==> src/rtl/ysyx_23060184_clint.sv <==
// AXI4-Lite machine-timer peripheral: 64-bit mtime/mtimecmp and registered mtip.
// Optional CLINT_SHADOW_EN: reading mtime[31:0] snapshots mtime[63:32] for a tear-free hi read.
module ysyx_23060184_clint #(
  parameter int unsigned            DATA_WIDTH = 32,
  parameter logic [DATA_WIDTH-1:0]  BASE       = 32'ha000_0048,
  parameter int unsigned            DIV        = 1
) (
  input  logic                    clk,
  input  logic                    resetn,
  input  logic [DATA_WIDTH-1:0]   araddr,
  input  logic                    arvalid,
  output logic                    arready,
  output logic [DATA_WIDTH-1:0]   rdata,
  output logic [1:0]              rresp,
  output logic                    rvalid,
  input  logic                    rready,
  input  logic [DATA_WIDTH-1:0]   awaddr,
  input  logic                    awvalid,
  output logic                    awready,
  input  logic [DATA_WIDTH-1:0]   wdata,
  input  logic [DATA_WIDTH/8-1:0] wstrb,
  input  logic                    wvalid,
  output logic                    wready,
  output logic [1:0]              bresp,
  output logic                    bvalid,
  input  logic                    bready,
  output logic                    mtip
);

  localparam int unsigned SW = DATA_WIDTH / 8;
  localparam int unsigned PW = (DIV > 1) ? $clog2(DIV) : 1;
  localparam logic [1:0]  RESP_OKAY   = 2'b00;
  localparam logic [1:0]  RESP_SLVERR = 2'b10;
  localparam logic [1:0]  RESP_DECERR = 2'b11;

  typedef enum logic {R_IDLE, R_RESP} rstate_t;

  rstate_t               rstate;
  logic [63:0]           mtime;
  logic [63:0]           mtimecmp;
  logic [PW-1:0]         presc;
  logic                  tick;

  logic                  aw_held, w_held;
  logic [DATA_WIDTH-1:0] aw_addr_q, w_data_q;
  logic [SW-1:0]         w_strb_q;
  logic                  aw_fire, w_fire, commit, wr_ok;
  logic [DATA_WIDTH-1:0] wr_addr, wr_data, wr_off, ar_off;
  logic [SW-1:0]         wr_strb;
  logic [1:0]            wr_resp, rd_resp;
  logic [DATA_WIDTH-1:0] rd_word;

  // Offset is computed by subtraction so addresses below BASE wrap out of range.
  function automatic logic [1:0] decode(input logic [DATA_WIDTH-1:0] off);
    if (off[DATA_WIDTH-1:4] != '0) return RESP_DECERR;
    else if (off[1:0] != 2'b00)    return RESP_SLVERR;
    else                           return RESP_OKAY;
  endfunction

  function automatic logic [DATA_WIDTH-1:0] merge(input logic [DATA_WIDTH-1:0] old,
                                                  input logic [DATA_WIDTH-1:0] d,
                                                  input logic [SW-1:0]         s);
    logic [DATA_WIDTH-1:0] r;
    for (int i = 0; i < int'(SW); i++) r[i*8 +: 8] = s[i] ? d[i*8 +: 8] : old[i*8 +: 8];
    return r;
  endfunction

  // A write commits in the cycle both halves are held or arriving.
  assign aw_fire = awvalid & awready;
  assign w_fire  = wvalid & wready;
  assign wr_addr = aw_held ? aw_addr_q : awaddr;
  assign wr_data = w_held ? w_data_q : wdata;
  assign wr_strb = w_held ? w_strb_q : wstrb;
  assign commit  = (aw_held | aw_fire) & (w_held | w_fire);
  assign wr_off  = wr_addr - BASE;
  assign wr_resp = decode(wr_off);
  assign wr_ok   = commit & (wr_resp == RESP_OKAY);
  assign ar_off  = araddr - BASE;
  assign rd_resp = decode(ar_off);
  assign tick    = (presc == PW'(DIV - 1));

`ifdef CLINT_SHADOW_EN
  logic [31:0] shadow;

  always_ff @(posedge clk or negedge resetn) begin
    if (!resetn) shadow <= '0;
    else if (rstate == R_IDLE && arvalid && rd_resp == RESP_OKAY && ar_off[3:2] == 2'd0)
      shadow <= mtime[63:32];
  end
`endif

  always_comb begin
    rd_word = '0;
    case (ar_off[3:2])
      2'd0: rd_word = mtime[31:0];
`ifdef CLINT_SHADOW_EN
      2'd1: rd_word = shadow;
`else
      2'd1: rd_word = mtime[63:32];
`endif
      2'd2: rd_word = mtimecmp[31:0];
      default: rd_word = mtimecmp[63:32];
    endcase
  end

  // Timer state; a software write to mtime takes priority over the tick.
  always_ff @(posedge clk or negedge resetn) begin
    if (!resetn) begin
      presc    <= '0;
      mtime    <= '0;
      mtimecmp <= '1;
      mtip     <= 1'b0;
    end else begin
      presc <= tick ? '0 : presc + PW'(1);
      mtip  <= (mtime >= mtimecmp);
      if (wr_ok && wr_off[3:2] == 2'd0)
        mtime <= {mtime[63:32], merge(mtime[31:0], wr_data, wr_strb)};
      else if (wr_ok && wr_off[3:2] == 2'd1)
        mtime <= {merge(mtime[63:32], wr_data, wr_strb), mtime[31:0]};
      else if (tick)
        mtime <= mtime + 64'd1;
      if (wr_ok && wr_off[3:2] == 2'd2)
        mtimecmp[31:0] <= merge(mtimecmp[31:0], wr_data, wr_strb);
      if (wr_ok && wr_off[3:2] == 2'd3)
        mtimecmp[63:32] <= merge(mtimecmp[63:32], wr_data, wr_strb);
    end
  end

  always_ff @(posedge clk or negedge resetn) begin
    if (!resetn) begin
      aw_held   <= 1'b0;
      w_held    <= 1'b0;
      aw_addr_q <= '0;
      w_data_q  <= '0;
      w_strb_q  <= '0;
      awready   <= 1'b1;
      wready    <= 1'b1;
      bvalid    <= 1'b0;
      bresp     <= RESP_OKAY;
    end else if (commit) begin
      aw_held <= 1'b0;
      w_held  <= 1'b0;
      awready <= 1'b0;
      wready  <= 1'b0;
      bvalid  <= 1'b1;
      bresp   <= wr_resp;
    end else begin
      if (aw_fire) begin
        aw_held   <= 1'b1;
        aw_addr_q <= awaddr;
        awready   <= 1'b0;
      end
      if (w_fire) begin
        w_held   <= 1'b1;
        w_data_q <= wdata;
        w_strb_q <= wstrb;
        wready   <= 1'b0;
      end
      if (bvalid && bready) begin
        bvalid  <= 1'b0;
        awready <= 1'b1;
        wready  <= 1'b1;
      end
    end
  end

  // Read channel: one-cycle AR-to-R latency, response held until rready.
  always_ff @(posedge clk or negedge resetn) begin
    if (!resetn) begin
      rstate  <= R_IDLE;
      arready <= 1'b1;
      rvalid  <= 1'b0;
      rdata   <= '0;
      rresp   <= RESP_OKAY;
    end else begin
      case (rstate)
        R_IDLE: if (arvalid) begin
          rresp   <= rd_resp;
          rdata   <= (rd_resp == RESP_OKAY) ? rd_word : '0;
          rvalid  <= 1'b1;
          arready <= 1'b0;
          rstate  <= R_RESP;
        end
        default: if (rready) begin
          rvalid  <= 1'b0;
          arready <= 1'b1;
          rstate  <= R_IDLE;
        end
      endcase
    end
  end

endmodule

==> config.mk <==
export PLATFORM = sky130hd
export DESIGN_NAME = ysyx_23060184_clint
export DESIGN_NICKNAME = d
export VERILOG_FILES = /design/src/rtl/ysyx_23060184_clint.sv
export SDC_FILE = /design/constraint.sdc
export NUM_CORES = 1
export LEC_CHECK = 0
export ABC_AREA = 1
export ABC_CLOCK_PERIOD_IN_PS = 3530
export CAP_MARGIN = 25
export CORE_MARGIN = 3
export CORE_UTILIZATION = 45
export DETAILED_ROUTE_END_ITERATION = 10
export SETUP_SLACK_MARGIN = 0.4
export SYNTH_ARGS = -nofsm -noshare
export SYNTH_HDL_FRONTEND = slang
export SYNTH_SLANG_ARGS = --single-unit
==> constraint.sdc <==
create_clock -name clk -period 3.53 [get_ports clk]
set_clock_uncertainty 0.2 [all_clocks]
set_input_delay 0.5295 -clock clk [delete_from_list [all_inputs] [get_ports clk]]
set_output_delay 0.5295 -clock clk [all_outputs]
set_load 0.005 [all_outputs]
# After elaboration in Yosys (flattened, before gate mapping)
# Index checks and enable logic that the tools add are counted.
[totals]
reg_bits = 242
in_bits = 107
wordCells = 140
[classes]
n_addsub = 4
magnitude_cmp = 1
n_eq_ne = 17
muxes = 38
bitwise_logic = 9
n_reduce_logical = 39
[ops]
columns = ["op", "count"]
rows = [
  ["$mux W32", 4],
  ["$mux W64", 2],
  ["$pmux W32 S3", 1],
  ["$add A64 B1 Y64 const B", 1],
  ["$ge A64 B64 Y1", 1],
  ["$sub A32 B32 Y32 const B", 2],
  ["$reduce_bool A28 Y1", 2],
  ["$mux W8", 4],
  ["$reduce_and A2 Y1", 12],
  ["$reduce_and A3 Y1", 8],
  ["$mux W1", 22],
  ["$ne A2 B2 Y1 const B", 10],
  ["$reduce_bool A2 Y1", 6],
  ["$logic_not A2 Y1", 4],
  ["$mux W2", 4],
  ["$eq A2 B2 Y1 const B", 3],
  ["$reduce_bool A3 Y1", 2],
  ["$logic_and A1 B1 Y1", 5],
  ["$and A1 B1 Y1", 4],
  ["$eq A2 B1 Y1 const B", 2],
  ["$mux W4", 1],
  ["$ne A2 B1 Y1 const B", 2],
  ["$not A1 Y1", 3],
  ["$or A1 B1 Y1", 2],
  ["$add A1 B1 Y1 const B", 1],
]

# Logic depth before layout (Yosys ltp)
# Gate-level depths: netlist of run 1.
[depth]
depth_word = 10
depth_mapped = 24
depth_no_buf = 23

# Least setup slack after synthesis of run 1
# OpenSTA, ideal clock, no wires.
[synth_path]
kind = "register to register"
startpoint = "register aw_held"
endpoint = "register mtime[56]"
arrival_time_ns = 2.885
required_time_ns = 3.203
path_slack_ns = 0.318
path_stages_with_launch = 22
path_cell_list = "dfrtp_1 > inv_2 > buf_2 > nand2_1 > nand2_1 > ha_1 > nand3_1 > nand2_1 > nand3_1 > nor2_1 > nand3_1 > nand2_1 > nand2_1 > nor2_1 > nand2_1 > nor2_1 > nand4_2 > nor2_2 > buf_4 > nand2_1 > nor2_1 > a21oi_1"
[synth_via]
elab_chain_cells = 10
word_cells_on_any_way = 19
classes_between = "add/sub: 1; eq/ne: 3; mux: 4; bitwise: 4; reduce/logical: 7"
[synth_rtl]
columns = ["item", "line", "source"]
rows = [
  ["from (decl)", "44", "logic aw_held, w_held;"],
  ["from (signal assigned)", "131", "aw_held <= 1'b0;"],
  ["from (signal assigned)", "141", "aw_held <= 1'b0;"],
  ["from (signal assigned)", "149", "aw_held <= 1'b1;"],
  ["parallel branches: the longest is 10 deep, another holds $sub A32 B32 Y32", "n/a", ""],
  ["to (signal assigned)", "117", "mtime <= {mtime[63:32], merge(mtime[31:0], wr_data, wr_strb)};"],
  ["to (signal assigned)", "119", "mtime <= {merge(mtime[63:32], wr_data, wr_strb), mtime[31:0]};"],
  ["to (signal assigned)", "121", "mtime <= mtime + 64'd1;"],
  ["to (decl)", "39", "logic [63:0] mtime;"],
]
# Several ways; the timed one is not identified. The select of a mux whose other input is x is not followed.
# A chain may end at the register's enable or synchronous reset.

# Worst setup path in the final report of run 1
[layout_path]
startpoint = "register aw_held"
endpoint = "register mtime[49]"
# The elaborated chain is that of the path after synthesis.

==> flow_summary.json, run 1 <==
{
  "status": "finished, final reports clean",
  "die-area_um2": 40400,
  "wl_per_cell_um": 19.3,
  "final_core_util_pct": 62.5,
  "dp_cells": 3267,
  "hp-class": "reg2reg",
  "wl_met2_mm": 28.0,
  "rsz0062_at_grt": "yes",
  "cts-root-buf": "clkbuf_16",
  "ys_types": 45,
  "viasPerCell": 5.52,
  "layoutNonFillerInstCount": 3368,
  "hold_violations": 0,
  "cts_num_sinks": 241,
  "finalCritPeriodShare_pct": 95.8,
  "layout_common_cells": "nand2_1 (665), inv_1 (299), buf_4 (215), dfrtp_1 (173)",
  "grt_pass1_vias": 17800,
  "postRouteAntennaNets": 0,
  "grt_pass1_wl_mm": 99.4,
  "numCtsBuffers": 30,
  "clock_latency_ns": 0.60,
  "highest_layer": "met5",
  "wl_met3_mm": 6.72,
  "io_buffers": 148,
  "yosysWarnings": 0,
  "syn-mean-instance-area_um2": 6.91,
  "start_util_pct": 46.2,
  "syn_inst": 2478,
  "hold_depth": 2,
  "syn_area_um2": 17100,
  "row_count": 70,
  "max-clock-path-buffers": 3,
  "cts-htree-levels": 1,
  "first_iter_violations": 1591,
  "grt_max_degree": 78,
  "drc": 0,
  "drive_gt1_share_pct": 22.9,
  "die_w_um": 201,
  "power_mw": 12.0,
  "worst_slew_pin_slew_ns": 1.08,
  "setup_viol": 0,
  "synthToLayoutAreaGrowth_pct": 35.4,
  "cts_tree": "built",
  "cp-start-kind": "flop",
  "vias": 18600,
  "grt_usage_pct": 30.9,
  "drt_pass1_iterations": 6,
  "worstSetupPathType": "reg2reg",
  "die_h_um": 201,
  "antenna_found_initial": 3,
  "reg2reg_to": "mtime[49]$_DFFE_PN0P_",
  "crit_fanout": 12,
  "wl_mm": 65.1,
  "hp-start": "mtimecmp[11]$_DFFE_PN1P_",
  "synth_nets": 2652,
  "grt_overflow": 0,
  "slew_violations": 0,
  "gp_congestion": 0.980,
  "min_period_ns": 3.38,
  "layout.nets": 3015,
  "critPathCaptureType": "flop",
  "r2r.worst_path.cells": 22,
  "ys_seq_area_share_pct": 35.7,
  "crit_required_ns": 3.78,
  "fp.coreArea_um2": 37000,
  "r2r-start": "aw_held$_DFFE_PN0P_",
  "ir_drop_v": 0.000483,
  "r2r_slack_ns": 0.15,
  "maxSlewHeadroom_pct": 28.0,
  "finalSetupTns_ns": 0,
  "met1Wirelength_mm": 28.8,
  "hpwl_mm": 49.7,
  "clk_pin_slew_ns": 0.06,
  "ios": 149,
  "final_common_cell": "nand2_1",
  "holdPathEnd": "mtimecmp[11]$_DFFE_PN1P_",
  "fmax_ghz": 0.296,
  "drv_cap": 0,
  "worstPathArrival_ns": 3.63,
  "leakage_nw": 10.9,
  "synth-seq-cells": 241,
  "p_per_area_nw_per_um2": 518
}
==> state kept, by name (all words and copies together), names as in the netlist, 2 cells and up <==
signal	cells
mtime	64
mtimecmp	64
aw_addr_q	32
rdata	32
w_data_q	32
w_strb_q	4
bresp	2
rresp	2
==> worst max-delay path by stage <==
| stage | start | to | slack, ns | depth (start not counted) |
|---|---|---|---|---|
| global placement | awaddr[4] | mtime[58]$_DFFE_PN0P_ | -0.32 | 22 |
| finish | aw_held$_DFFE_PN0P_ | mtime[49]$_DFFE_PN0P_ | 0.15 | 22 |
| CTS | mtime[0]$_DFFE_PN0P_ | mtip$_DFF_PN0_ | 0.22 | 17 |
| global route | aw_held$_DFFE_PN0P_ | mtime[28]$_DFFE_PN0P_ | -0.05 | 23 |
| floorplan | aw_held$_DFFE_PN0P_ | mtime[10]$_DFFE_PN0P_ | 0.41 | 23 |
| detailed placement | awaddr[4] | mtime[62]$_DFFE_PN0P_ | -0.37 | 22 |
==> report_power, final <==
part	internal (mW)	switching (mW)	total (mW)	leakage, nW
combinational	2.20	3.22	5.43	7.70
clock	1.90	1.25	3.15	0.493
sequential	3.17	0.249	3.42	2.71
total	7.27	4.73	12.0	10.9
==> what timing repair did <==
item / in CTS / in global routing
gates cloned: 5 / 3
buffers inserted: 17 / 19
pin swaps: 24 / 55
endpoints found under the hold margin: 48 / 0
hold buffers: 1 / 0
setup endpoints to repair: 131 / 164
resized for setup: 178 / 122
==> worst max-delay path: stages (launching register included) <==
cell and delay [ns]:
dfrtp_2 0.50, clkinv_4 0.15, clkbuf_16 0.20, nand2_1 0.10, nand2_4 0.09, nor2_4 0.13, nand2_4 0.09, nor2_4 0.13
buf_6 0.11, nand3_2 0.08, nand2_2 0.08, buf_4 0.10, nand2_1 0.04, nor2_1 0.12, nand2_1 0.10, nor2_4 0.16
nand4_4 0.16, nor2_4 0.14, buf_12 0.15, nand2_1 0.10, buf_12 0.16, nor2_1 0.11, a21oi_2 0.04
==> routing by layer <==
layer / GRT usage, % / up-vias
met5: 0 / -
met4: 7.58 / 4
met3: 8.72 / 115
met2: 46.6 / 765
met1: 44.0 / 8793
li1: - / 8902
==> kinds of logic after synthesis <==
| kind of cell | Yosys count | synth area share, % |
|---|---|---|
| compound gates | 341 | 11.5 |
| xor+xnor | 57 | 2.92 |
| fa+ha+maj | 67 | 4.90 |
| buf+inv | 397 | 8.91 |
| flops | 241 | 35.7 |
| mux | 44 | 2.90 |
| simple gates | 1331 | 33.1 |
==> per-stage QoR <==
stage	area [um2]	hold slack (ns)	setup WS, ns
6_report	23200	0.260	0.148
5_1_grt	23200	0.277	-0.0504
2_1_floorplan	17100	0.0339	0.409
4_1_cts	22600	0.262	0.220
3_3_place_gp	20800	0.250	-0.319
3_5_place_dp	20800	0.254	-0.368
==> synthesized netlist by cell type <==
library cell	count	area, um2
nor3_1	48	240
nor2_2	4	25.0
or3_1	1	6.26
nor2_4	1	11.3
nor4b_1	3	26.3
a21o_1	1	7.51
nor4_1	21	131
a211oi_1	9	67.6
nor3_4	1	16.3
nor3b_1	2	15.0
nand3b_1	3	22.5
buf_2	14	70.1
o211ai_1	3	22.5
nand2_1	744	2790
o221ai_1	2	17.5
o31ai_1	2	15.0
o221a_2	1	11.3
buf_4	4	30.0
inv_2	1	3.75
ha_1	67	838
buf_1	1	3.75
or2_2	39	244
nand4_2	1	12.5
clkbuf_2	1	5.00
o21a_1	3	22.5
a31oi_1	1	6.26
dfstp_2	67	1760
clkinv_1	1	3.75
nand3_1	186	931
a21oi_1	59	295
o21ai_0	181	906
dfrtp_1	174	4350
mux2_2	44	495
o21ai_1	4	20.0
a221oi_1	33	289
nand2_2	1	6.26
clkbuf_1	64	240
o22ai_1	30	188
o2111ai_1	11	96.3
nor2_1	216	811
inv_1	311	1170
a21oi_2	1	8.76
xnor2_1	6	52.6
xor2_1	51	447
nand4_1	60	375
==> final cells by class <==
class	instances	area, um2
repair inverters	1	6.26
clock buffers	42	856
fillers	3435	13900
diodes	1	2.50
multi-input cells	1840	10300
inverters	313	1190
clock inverters	12	151
repair buffers	414	3930
flip-flops and latches	241	6120
well taps	504	631
No activity file was read; power rests on OpenSTA's default activity.
==> run 2: changes to the inputs <==
--- a/config.mk
+++ b/config.mk
@@ -11,6 +11,7 @@
 export CORE_MARGIN = 3
 export CORE_UTILIZATION = 45
 export DETAILED_ROUTE_END_ITERATION = 10
+export GPL_ROUTABILITY_DRIVEN = 0
 export SETUP_SLACK_MARGIN = 0.4
 export SYNTH_ARGS = -nofsm -noshare
 export SYNTH_HDL_FRONTEND = slang
==> flow_summary.json, run 2 (synthesis results as in run 1) <==
{
  "status": "finished, final reports clean",
  "die-area_um2": 40400,
  "wl_per_cell_um": 18.7,
  "layout_common_cells": "nand2_1 (689), inv_1 (307), buf_4 (193), nand3_1 (175), dfrtp_1 (172)",
  "grt_pass1_vias": 17800,
  "clock_latency_ns": 0.58,
  "grt_overflow": 0,
  "n_antenna_cell": 0,
  "numCtsBuffers": 30,
  "viasPerCell": 5.56,
  "die_h_um": 201,
  "critPathCaptureType": "flop",
  "min_period_ns": 3.31,
  "crit_path_frequent_cell": "nand2_1",
  "drv_cap": 0,
  "cts-root-buf": "clkbuf_16",
  "worstPathArrival_ns": 3.58,
  "hpwl_mm": 47.7,
  "rsz0062_at_grt": "yes",
  "antenna_found_initial": 2,
  "slew_violations": 0,
  "drt_pass1_iterations": 5,
  "cts-htree-levels": 1,
  "start_util_pct": 46.2,
  "crit_required_ns": 3.80,
  "drive_gt1_share_pct": 20.9,
  "final_cell_area_um2": 22700,
  "grt_usage_pct": 30.0,
  "path_delay_family": "simple AND/OR/NAND/NOR gates",
  "leakage_nw": 10.7,
  "dp_cells": 3253,
  "fill_cells": 3469,
  "layout_setup_ws_ns": 0.218,
  "drc": 0,
  "whs_ns": 0.261,
  "setup_viol": 0,
  "ios": 149,
  "cp_slowest_cell": "dfrtp_2",
  "grt_max_degree": 79,
  "cpPeakStageDelay_ns": 0.46,
  "crit_fanout": 8,
  "finalCritPeriodShare_pct": 93.8,
  "grt_pass1_wl_mm": 97.5,
  "first_iter_violations": 1658,
  "fp.coreArea_um2": 37000,
  "cts_tree": "built",
  "crit_path_cell_trace": "buf_6 > buf_4 > buf_4 > nand2_1 > nand2_1 > nand2_1 > nor2_1 > nand2_1 > nor2_1 > nor2_1 > nand2_1 > nand2_1 > inv_1 > nor2_4 > nand4_4 > nor2_4 > buf_12 > buf_8 > buf_6 > o21ai_0 > nand2_1 > nand2_1",
  "worst_slew_pin_slew_ns": 0.862,
  "layout.nets": 2985,
  "worst-path-buf-inv": 7,
  "pre_cts_slack_ns": -0.436,
  "synthToLayoutAreaGrowth_pct": 32.4,
  "cp-start-kind": "flop",
  "postRouteAntennaNets": 0,
  "clk_pin_slew_ns": 0.06,
  "final_common_cell": "nand2_1",
  "hold_violations": 0,
  "worstSetupPathType": "reg2reg",
  "finalSetupTns_ns": 0,
  "die_w_um": 201,
  "io_buffers": 148,
  "vias": 18600,
  "maxSlewHeadroom_pct": 41.9,
  "fmax_ghz": 0.302,
  "top_regs": "mtime x64, mtimecmp x64",
  "wl_mm": 62.6,
  "ir_drop_v": 0.000512,
  "cts_num_sinks": 241,
  "p_per_area_nw_per_um2": 507,
  "layoutNonFillerInstCount": 3339,
  "hp-class": "reg2reg",
  "dpl_cell_area_um2": 20700,
  "max-clock-path-buffers": 3,
  "row_count": 70
}
==> run 2: path summary, 6_finish.rpt <==
check,start,end,slack [ns],cells past startpoint
setup / recovery,aw_held$_DFFE_PN0P_,mtime[9]$_DFFE_PN0P_,0.22,22
hold / removal,mtimecmp[7]$_DFFE_PN1P_,mtimecmp[7]$_DFFE_PN1P_,0.26,2
setup reg to reg,aw_held$_DFFE_PN0P_,mtime[9]$_DFFE_PN0P_,0.22,22
hold reg to reg,mtimecmp[7]$_DFFE_PN1P_,mtimecmp[7]$_DFFE_PN1P_,0.26,2
max in group asynchronous,resetn,mtimecmp[14]$_DFFE_PN1P_,1.91,3
min in group asynchronous,resetn,rvalid$_DFFE_PN0P_,0.30,2
==> run 2: timing repair <==
action / 4_1_cts / 5_1_grt
gates resized for setup: 125 / 97
hold buffers: 1 / 0
pin swaps: 31 / 10
setup endpoints to repair: 130 / 163
hold endpoints to repair: 47 / 0
gates cloned: 2 / 4
setup buffers: 17 / 5
==> run 2: per-layer routing <==
metal,track usage (%),vias to the layer above,share of wire [%]
li1,-,8834,-
met1,43.4,8770,45
met2,45.4,811,42
met3,6.55,148,9.4
met4,8.48,2,3.2
met5,0,-,0.018
==> run 2: power breakdown <==
part           total [mW]  switching [mW]  internal [mW]
logic                4.92            2.97           1.95
registers            3.37           0.205           3.17
clock network        3.19            1.27           1.92
==> run 2: worst min-delay path, delay by kind of cell (launching register included) <==
kind          cells  cell delay, ns
flops             1            0.37
simple gates      2            0.09
==> run 2: final cells by class <==
| class | instances | area, um2 | share of cell area (%) |
|---|---|---|---|
| multi-input cells | 1840 | 10100 | 44.7 |
| flip-flops and latches | 241 | 6120 | 27.0 |
| repair buffers | 385 | 3590 | 15.8 |
| inverters | 313 | 1180 | 5.22 |
| clock buffers | 40 | 818 | 3.61 |
| well taps | 504 | 631 | 2.78 |
| clock inverters | 16 | 203 | 0.895 |
==> run 2: through the flow <==
stage	util [%]	total power [mW]
after floorplan	-	5.67
after global placement	55.7	7.63
after detailed placement	55.8	7.69
after CTS	60.0	11.3
after global routing	61.2	12.2
final	61.2	11.5
